[src/rtl/bus_pkg.sv]
// Shared widths and FSM state encoding for the serial slave port.
// Defining SLAVE_PORT_PARITY_EN adds the PARITY state for the optional frame parity check.
package bus_pkg;

    localparam int DEF_ADDR_WIDTH = 16;
    localparam int DEF_DATA_WIDTH = 8;

    typedef enum logic [1:0] {
        SP_IDLE   = 2'd0,
        SP_SHIFT  = 2'd1,
`ifdef SLAVE_PORT_PARITY_EN
        SP_PARITY = 2'd2,
`endif
        SP_HOLD   = 2'd3
    } sp_state_e;

    // Bit-counter width; a one-bit address still needs a one-bit counter.
    function automatic int cnt_width(input int n);
        return (n > 1) ? $clog2(n) : 1;
    endfunction

endpackage

[src/rtl/serial_deser.sv]
// Serial-to-parallel converter: writes one address/data bit per enabled cycle at a given index
// and copies the assembled frame into the output registers on load. Parity output needs SLAVE_PORT_PARITY_EN.
module serial_deser
    import bus_pkg::*;
#(
    parameter int ADDR_WIDTH = DEF_ADDR_WIDTH,
    parameter int DATA_WIDTH = DEF_DATA_WIDTH,
    parameter int CNT_W      = cnt_width(ADDR_WIDTH)
) (
    input  logic                  clk,
    input  logic                  rst,
    input  logic                  shift_en_i,
    input  logic [CNT_W-1:0]      bit_idx_i,
    input  logic                  addr_bit_i,
    input  logic                  data_bit_i,
    input  logic                  load_i,
`ifdef SLAVE_PORT_PARITY_EN
    output logic                  parity_o,
`endif
    output logic [ADDR_WIDTH-1:0] addr_o,
    output logic [DATA_WIDTH-1:0] data_o
);

    logic [ADDR_WIDTH-1:0] shift_addr_q, shift_addr_d;
    logic [DATA_WIDTH-1:0] shift_data_q, shift_data_d;
    logic [ADDR_WIDTH-1:0] addr_q;
    logic [DATA_WIDTH-1:0] data_q;

    // Data bits only exist for indices below DATA_WIDTH; later indices touch the address only.
    always_comb begin
        shift_addr_d = shift_addr_q;
        shift_data_d = shift_data_q;
        if (shift_en_i) begin
            for (int i = 0; i < ADDR_WIDTH; i++) begin
                if (bit_idx_i == CNT_W'(i)) shift_addr_d[i] = addr_bit_i;
            end
            for (int i = 0; i < DATA_WIDTH; i++) begin
                if (bit_idx_i == CNT_W'(i)) shift_data_d[i] = data_bit_i;
            end
        end
    end

    // NOTE: the shift register has no reset; every bit is rewritten by a complete frame
    // before a load can ever expose it.
    always_ff @(posedge clk) begin
        shift_addr_q <= shift_addr_d;
        shift_data_q <= shift_data_d;
    end

    // Load takes the _d view so the bit captured on the final shift cycle is included.
    always_ff @(posedge clk or posedge rst) begin
        if (rst) begin
            addr_q <= '0;
            data_q <= '0;
        end else if (load_i) begin
            addr_q <= shift_addr_d;
            data_q <= shift_data_d;
        end
    end

`ifdef SLAVE_PORT_PARITY_EN
    assign parity_o = ^{shift_addr_q, shift_data_q};
`endif

    assign addr_o = addr_q;
    assign data_o = data_q;

endmodule

[src/rtl/slave_port.sv]
// Serial bus slave port: deserialises an LSB-first address/write-data frame and presents it as a
// valid/ready write request. SLAVE_PORT_PARITY_EN adds a trailing even-parity cycle to each frame.
module slave_port
    import bus_pkg::*;
#(
    parameter int ADDR_WIDTH = DEF_ADDR_WIDTH,
    parameter int DATA_WIDTH = DEF_DATA_WIDTH
) (
    input  logic                  clk,
    input  logic                  rst,
    input  logic                  sp_valid,
    input  logic                  sp_addr,
    input  logic                  sp_wdata,
    output logic                  sp_ready,
    output logic [ADDR_WIDTH-1:0] s_addr,
    output logic [DATA_WIDTH-1:0] s_wdata,
    output logic                  s_valid,
    input  logic                  s_ready,
    output logic                  s_err
);

    localparam int              CNT_W    = cnt_width(ADDR_WIDTH);
    localparam logic [CNT_W-1:0] LAST_IDX = CNT_W'(ADDR_WIDTH - 1);

    sp_state_e        state_q, state_d;
    logic [CNT_W-1:0] cnt_q, cnt_d;
    logic             sp_ready_q;
    logic             s_valid_q;
    logic             s_err_q, s_err_d;
    logic             shift_en;
    logic             load;
`ifdef SLAVE_PORT_PARITY_EN
    logic             frame_parity;
`endif

    serial_deser #(
        .ADDR_WIDTH (ADDR_WIDTH),
        .DATA_WIDTH (DATA_WIDTH),
        .CNT_W      (CNT_W)
    ) u_deser (
        .clk        (clk),
        .rst        (rst),
        .shift_en_i (shift_en),
        .bit_idx_i  (cnt_q),
        .addr_bit_i (sp_addr),
        .data_bit_i (sp_wdata),
        .load_i     (load),
`ifdef SLAVE_PORT_PARITY_EN
        .parity_o   (frame_parity),
`endif
        .addr_o     (s_addr),
        .data_o     (s_wdata)
    );

    // NOTE: every signal written here gets a default first, so no path can infer a latch.
    always_comb begin
        state_d  = state_q;
        cnt_d    = cnt_q;
        s_err_d  = 1'b0;
        shift_en = 1'b0;
        load     = 1'b0;
        case (state_q)
            // IDLE and SHIFT capture identically; the counter is 0 in IDLE so bit 0 lands first.
            SP_IDLE, SP_SHIFT: begin
                if (sp_valid) begin
                    shift_en = 1'b1;
                    if (cnt_q == LAST_IDX) begin
                        cnt_d   = '0;
`ifdef SLAVE_PORT_PARITY_EN
                        state_d = SP_PARITY;
`else
                        state_d = SP_HOLD;
                        load    = 1'b1;
`endif
                    end else begin
                        cnt_d   = cnt_q + CNT_W'(1);
                        state_d = SP_SHIFT;
                    end
                end else if (state_q == SP_SHIFT) begin
                    cnt_d   = '0;
                    s_err_d = 1'b1;
                    state_d = SP_IDLE;
                end
            end
`ifdef SLAVE_PORT_PARITY_EN
            SP_PARITY: begin
                if (sp_valid && (sp_wdata == frame_parity)) begin
                    state_d = SP_HOLD;
                    load    = 1'b1;
                end else begin
                    s_err_d = 1'b1;
                    state_d = SP_IDLE;
                end
            end
`endif
            SP_HOLD: begin
                if (s_valid_q && s_ready) state_d = SP_IDLE;
            end
            default: begin
                cnt_d   = '0;
                state_d = SP_IDLE;
            end
        endcase
    end

    // NOTE: sequential state uses non-blocking assignments only, so all flops update together.
    always_ff @(posedge clk or posedge rst) begin
        if (rst) begin
            state_q    <= SP_IDLE;
            cnt_q      <= '0;
            sp_ready_q <= 1'b1;
            s_valid_q  <= 1'b0;
            s_err_q    <= 1'b0;
        end else begin
            state_q    <= state_d;
            cnt_q      <= cnt_d;
            sp_ready_q <= (state_d == SP_IDLE);
            s_valid_q  <= (state_d == SP_HOLD);
            s_err_q    <= s_err_d;
        end
    end

    assign sp_ready = sp_ready_q;
    assign s_valid  = s_valid_q;
    assign s_err    = s_err_q;

endmodule

[config.mk]
export PLATFORM = sky130hd
export DESIGN_NAME = slave_port
export DESIGN_NICKNAME = d
export VERILOG_FILES = /design/src/rtl/bus_pkg.sv /design/src/rtl/serial_deser.sv /design/src/rtl/slave_port.sv
export SDC_FILE = /design/constraint.sdc
export NUM_CORES = 1
export LEC_CHECK = 0
export ABC_AREA = 1
export BUFFER_PORTS_ARGS = -buffer_cell sky130_fd_sc_hd__buf_2
export CORE_UTILIZATION = 35
export DETAILED_ROUTE_END_ITERATION = 8
export PLACE_DENSITY = 0.53
export SYNTH_ARGS = -nofsm -noshare
export SYNTH_HDL_FRONTEND = slang
export SYNTH_HIERARCHICAL = 1
export SYNTH_SLANG_ARGS = --single-unit
[constraint.sdc]
create_clock -name clk -period 1.62 [get_ports clk]
set_input_delay 0.324 -clock clk [delete_from_list [all_inputs] [get_ports clk]]
set_output_delay 0.324 -clock clk [all_outputs]
set_load 0.05 [all_outputs]
==> flow_metrics.tcl <==
set metrics [dict create \
    dieHeight_um 85.8 \
    postCtsSetupRepairBufs 0 \
    synth_area_um2 2460 \
    wl_um 5400 \
    yosysTopAreaCellShare 0.326 \
    grt_first_pass_wirelength_um 9230 \
    finalClockSkew_ps 8.80 \
    hold_viol 0 \
    synth.avg_cell_area_um2 7.78 \
    cts_buffers 9 \
    areaGrowthSynthToFinish_pct 23.0 \
    synth_cell_types 22 \
    dpl-instance-area_um2 2800 \
    fp.dieW_um 85.8 \
    slowest_stage "dfrtp_1" \
    leakagePower_nw 1.65 \
    vias_per_cell 4.47 \
    status "finished, final reports clean" \
    cts_tree "yes" \
    path_class "reg2reg" \
    ys_warn_count 6 \
    dp_hpwl_um 3580 \
    avgRoutedWirePerCell_um 11.6 \
    start_util 0.362 \
    synthArstFlopShare 0.579 \
    ys_seq_area_frac 0.532 \
    postRouteAntennaNets 0 \
    ys.flop_type "dfrtp_1" \
    end_kind "flip-flop" \
    drt_iter0_drc 89 \
    grt_usage 0.166 \
    synth_edf_count 0 \
    fin_util 0.445 \
    vias 2080 \
    finalCritPeriodShare 0.918 \
    die_area_um2 7360 \
    grt_antenna_before_repair 0 \
    worstPathRequired_ps 1850 \
    synth.area.top_cells "dfrtp_1, dfxtp_1, nand2_1" \
    clkTransAtPathRegs_ps 60 \
    diodes 0 \
    first_pass_iters 4 \
    rows 30 \
    clock_sinks 57 \
    yosysTopAreaCell "dfrtp_1" \
    critPathArrivalTime_ps 1720 \
    layout_min_cycle_time_ps 1490 \
    setup_viol 0 \
    synth_fp_nets 323 \
    ys_ff_latch 57 \
    cts_max_level 3 \
    fin_setup_tns_ps 0 \
    nets 371 \
    cts-root-buf "clkbuf_8" \
    grt_pass1_vias 1928 \
    synth.top_cells.by_count "nand2_1, nand3_1, inv_1, dfrtp_1, dfxtp_1" \
    gp_congestion 0.754 \
    min_path_type "in2reg" \
    cp-start-kind "flip-flop" \
    grt_start_max_net_pins 25 \
    fmax_mhz 673 \
    slew_viol_final 0 \
    cp_max_fo 8 \
    p_per_area_nw_per_um2 1300 \
    drv_cap 0 \
    slew_headroom 0.701 \
    final_area_um2 3020 \
    synth.most_common_cell "nand2_1" \
    max_stage_delay_ps 410 \
    ios 33 \
    crit_chain "inv_2 > nand2_2 > inv_2 > nand2_1 > nor2_2 > nand3_1 > nand3_1 > nand2_1" \
    core-area_um2 6790 \
    clock_path_buffers 2 \
    grt-ovfl-total 0 \
    peakVddDrop_v 0.000529 \
    layout-drive-gt1-share 0.192 \
    rsz0062_at_grt "false" \
    total_power_mw 3.92 \
    port_buffers 32 \
    syn_inst 316 \
    drc 0 \
    hold_slack_ps 188 \
    clk_latency_ps 340 \
    worstMarginPinSlew_ps 447 \
]
==> layer usage <==
layer,share of wire,track usage
met3,0.042,0.0462
met2,0.43,0.248
met5,0,0
met1,0.51,0.226
met4,0.016,0.0727
==> flip-flops by register name, indices dropped and copies added (netlist names) <==
register              flops
sp_ready                  1
u_deser/data_o            8
s_err                     1
u_deser/addr_o           16
u_deser/shift_addr_q     16
s_valid                   1
cnt_q                     4
state_q                   2
u_deser/shift_data_q      8
==> metrics by stage <==
stage          setup slack, ps  instances
2_1_floorplan             26.5        316
3_3_place_gp               138        448
3_5_place_dp              94.8        448
4_1_cts                   84.0        465
5_1_grt                  0.112        465
6_report                   134        465
==> final timing paths <==
path	startpoint	depth (start not counted)	slack, ps	to
max in group asynchronous	rst	4	730	u_deser/data_o[7]$_DFFE_PP0P_
setup / recovery	state_q[1]$_DFF_PP0_	8	130	u_deser/addr_o[11]$_DFFE_PP0P_
hold reg to reg	u_deser/addr_o[13]$_DFFE_PP0P_	2	470	u_deser/addr_o[13]$_DFFE_PP0P_
hold / removal	sp_valid	2	190	s_err$_DFF_PP0_
min in group asynchronous	rst	3	510	s_err$_DFF_PP0_
setup reg to reg	state_q[1]$_DFF_PP0_	8	130	u_deser/addr_o[11]$_DFFE_PP0P_
==> area by class of cell <==
class,count,area [um2]
fill,693,3770
multi-input combinational,209,971
inverter,41,154
clock inverter,2,37.5
clock buffer,14,163
tap,96,120
sequential,57,1310
timing repair buffer,46,268
==> repair_timing <==
action	4_1_cts	5_1_grt
hold buffers	1	0
hold endpoints to repair	8	0
endpoints found under the setup margin	0	22
resized for setup	0	3
==> critical path: cells and delay by family, from the launching register on <==
family,cells,cell delay [ps]
and+or+nand+nor,6,750
DFF,1,410
buffers and inverters,2,210
==> where the power goes <==
group,internal (mW),switching [mW]
Combinational,0.317,0.494
Sequential,1.68,0.0776
Clock,0.797,0.550
==> kinds of logic (layout without fill, tap and decap cells) <==
logic type,count (synthesis),count (layout),share of synthesized area
simple gates,197,197,0.357
compound gates,11,11,0.0285
buf+inv,50,103,0.0773
flops,57,57,0.532
fa+ha+maj,1,1,0.00509
==> placed cells by master, fill, tap and decap left out, types with 2 or more instances in the layout <==
master    count
nand2_1     106
nand3_1      44
inv_1        38
buf_2        32
dfrtp_1      30
dfxtp_1      24
and2_1       19
buf_4        13
nor2_1       12
clkbuf_8     11
nand4_1       8
o21bai_1      6
inv_2         3
o21ai_0       3
clkbuf_1      3
nor2_2        3
nand2_2       2
nand3_2       2
o21ai_1       2
dfrtp_2       2
Note: power is estimated with default switching activity, not from simulation.
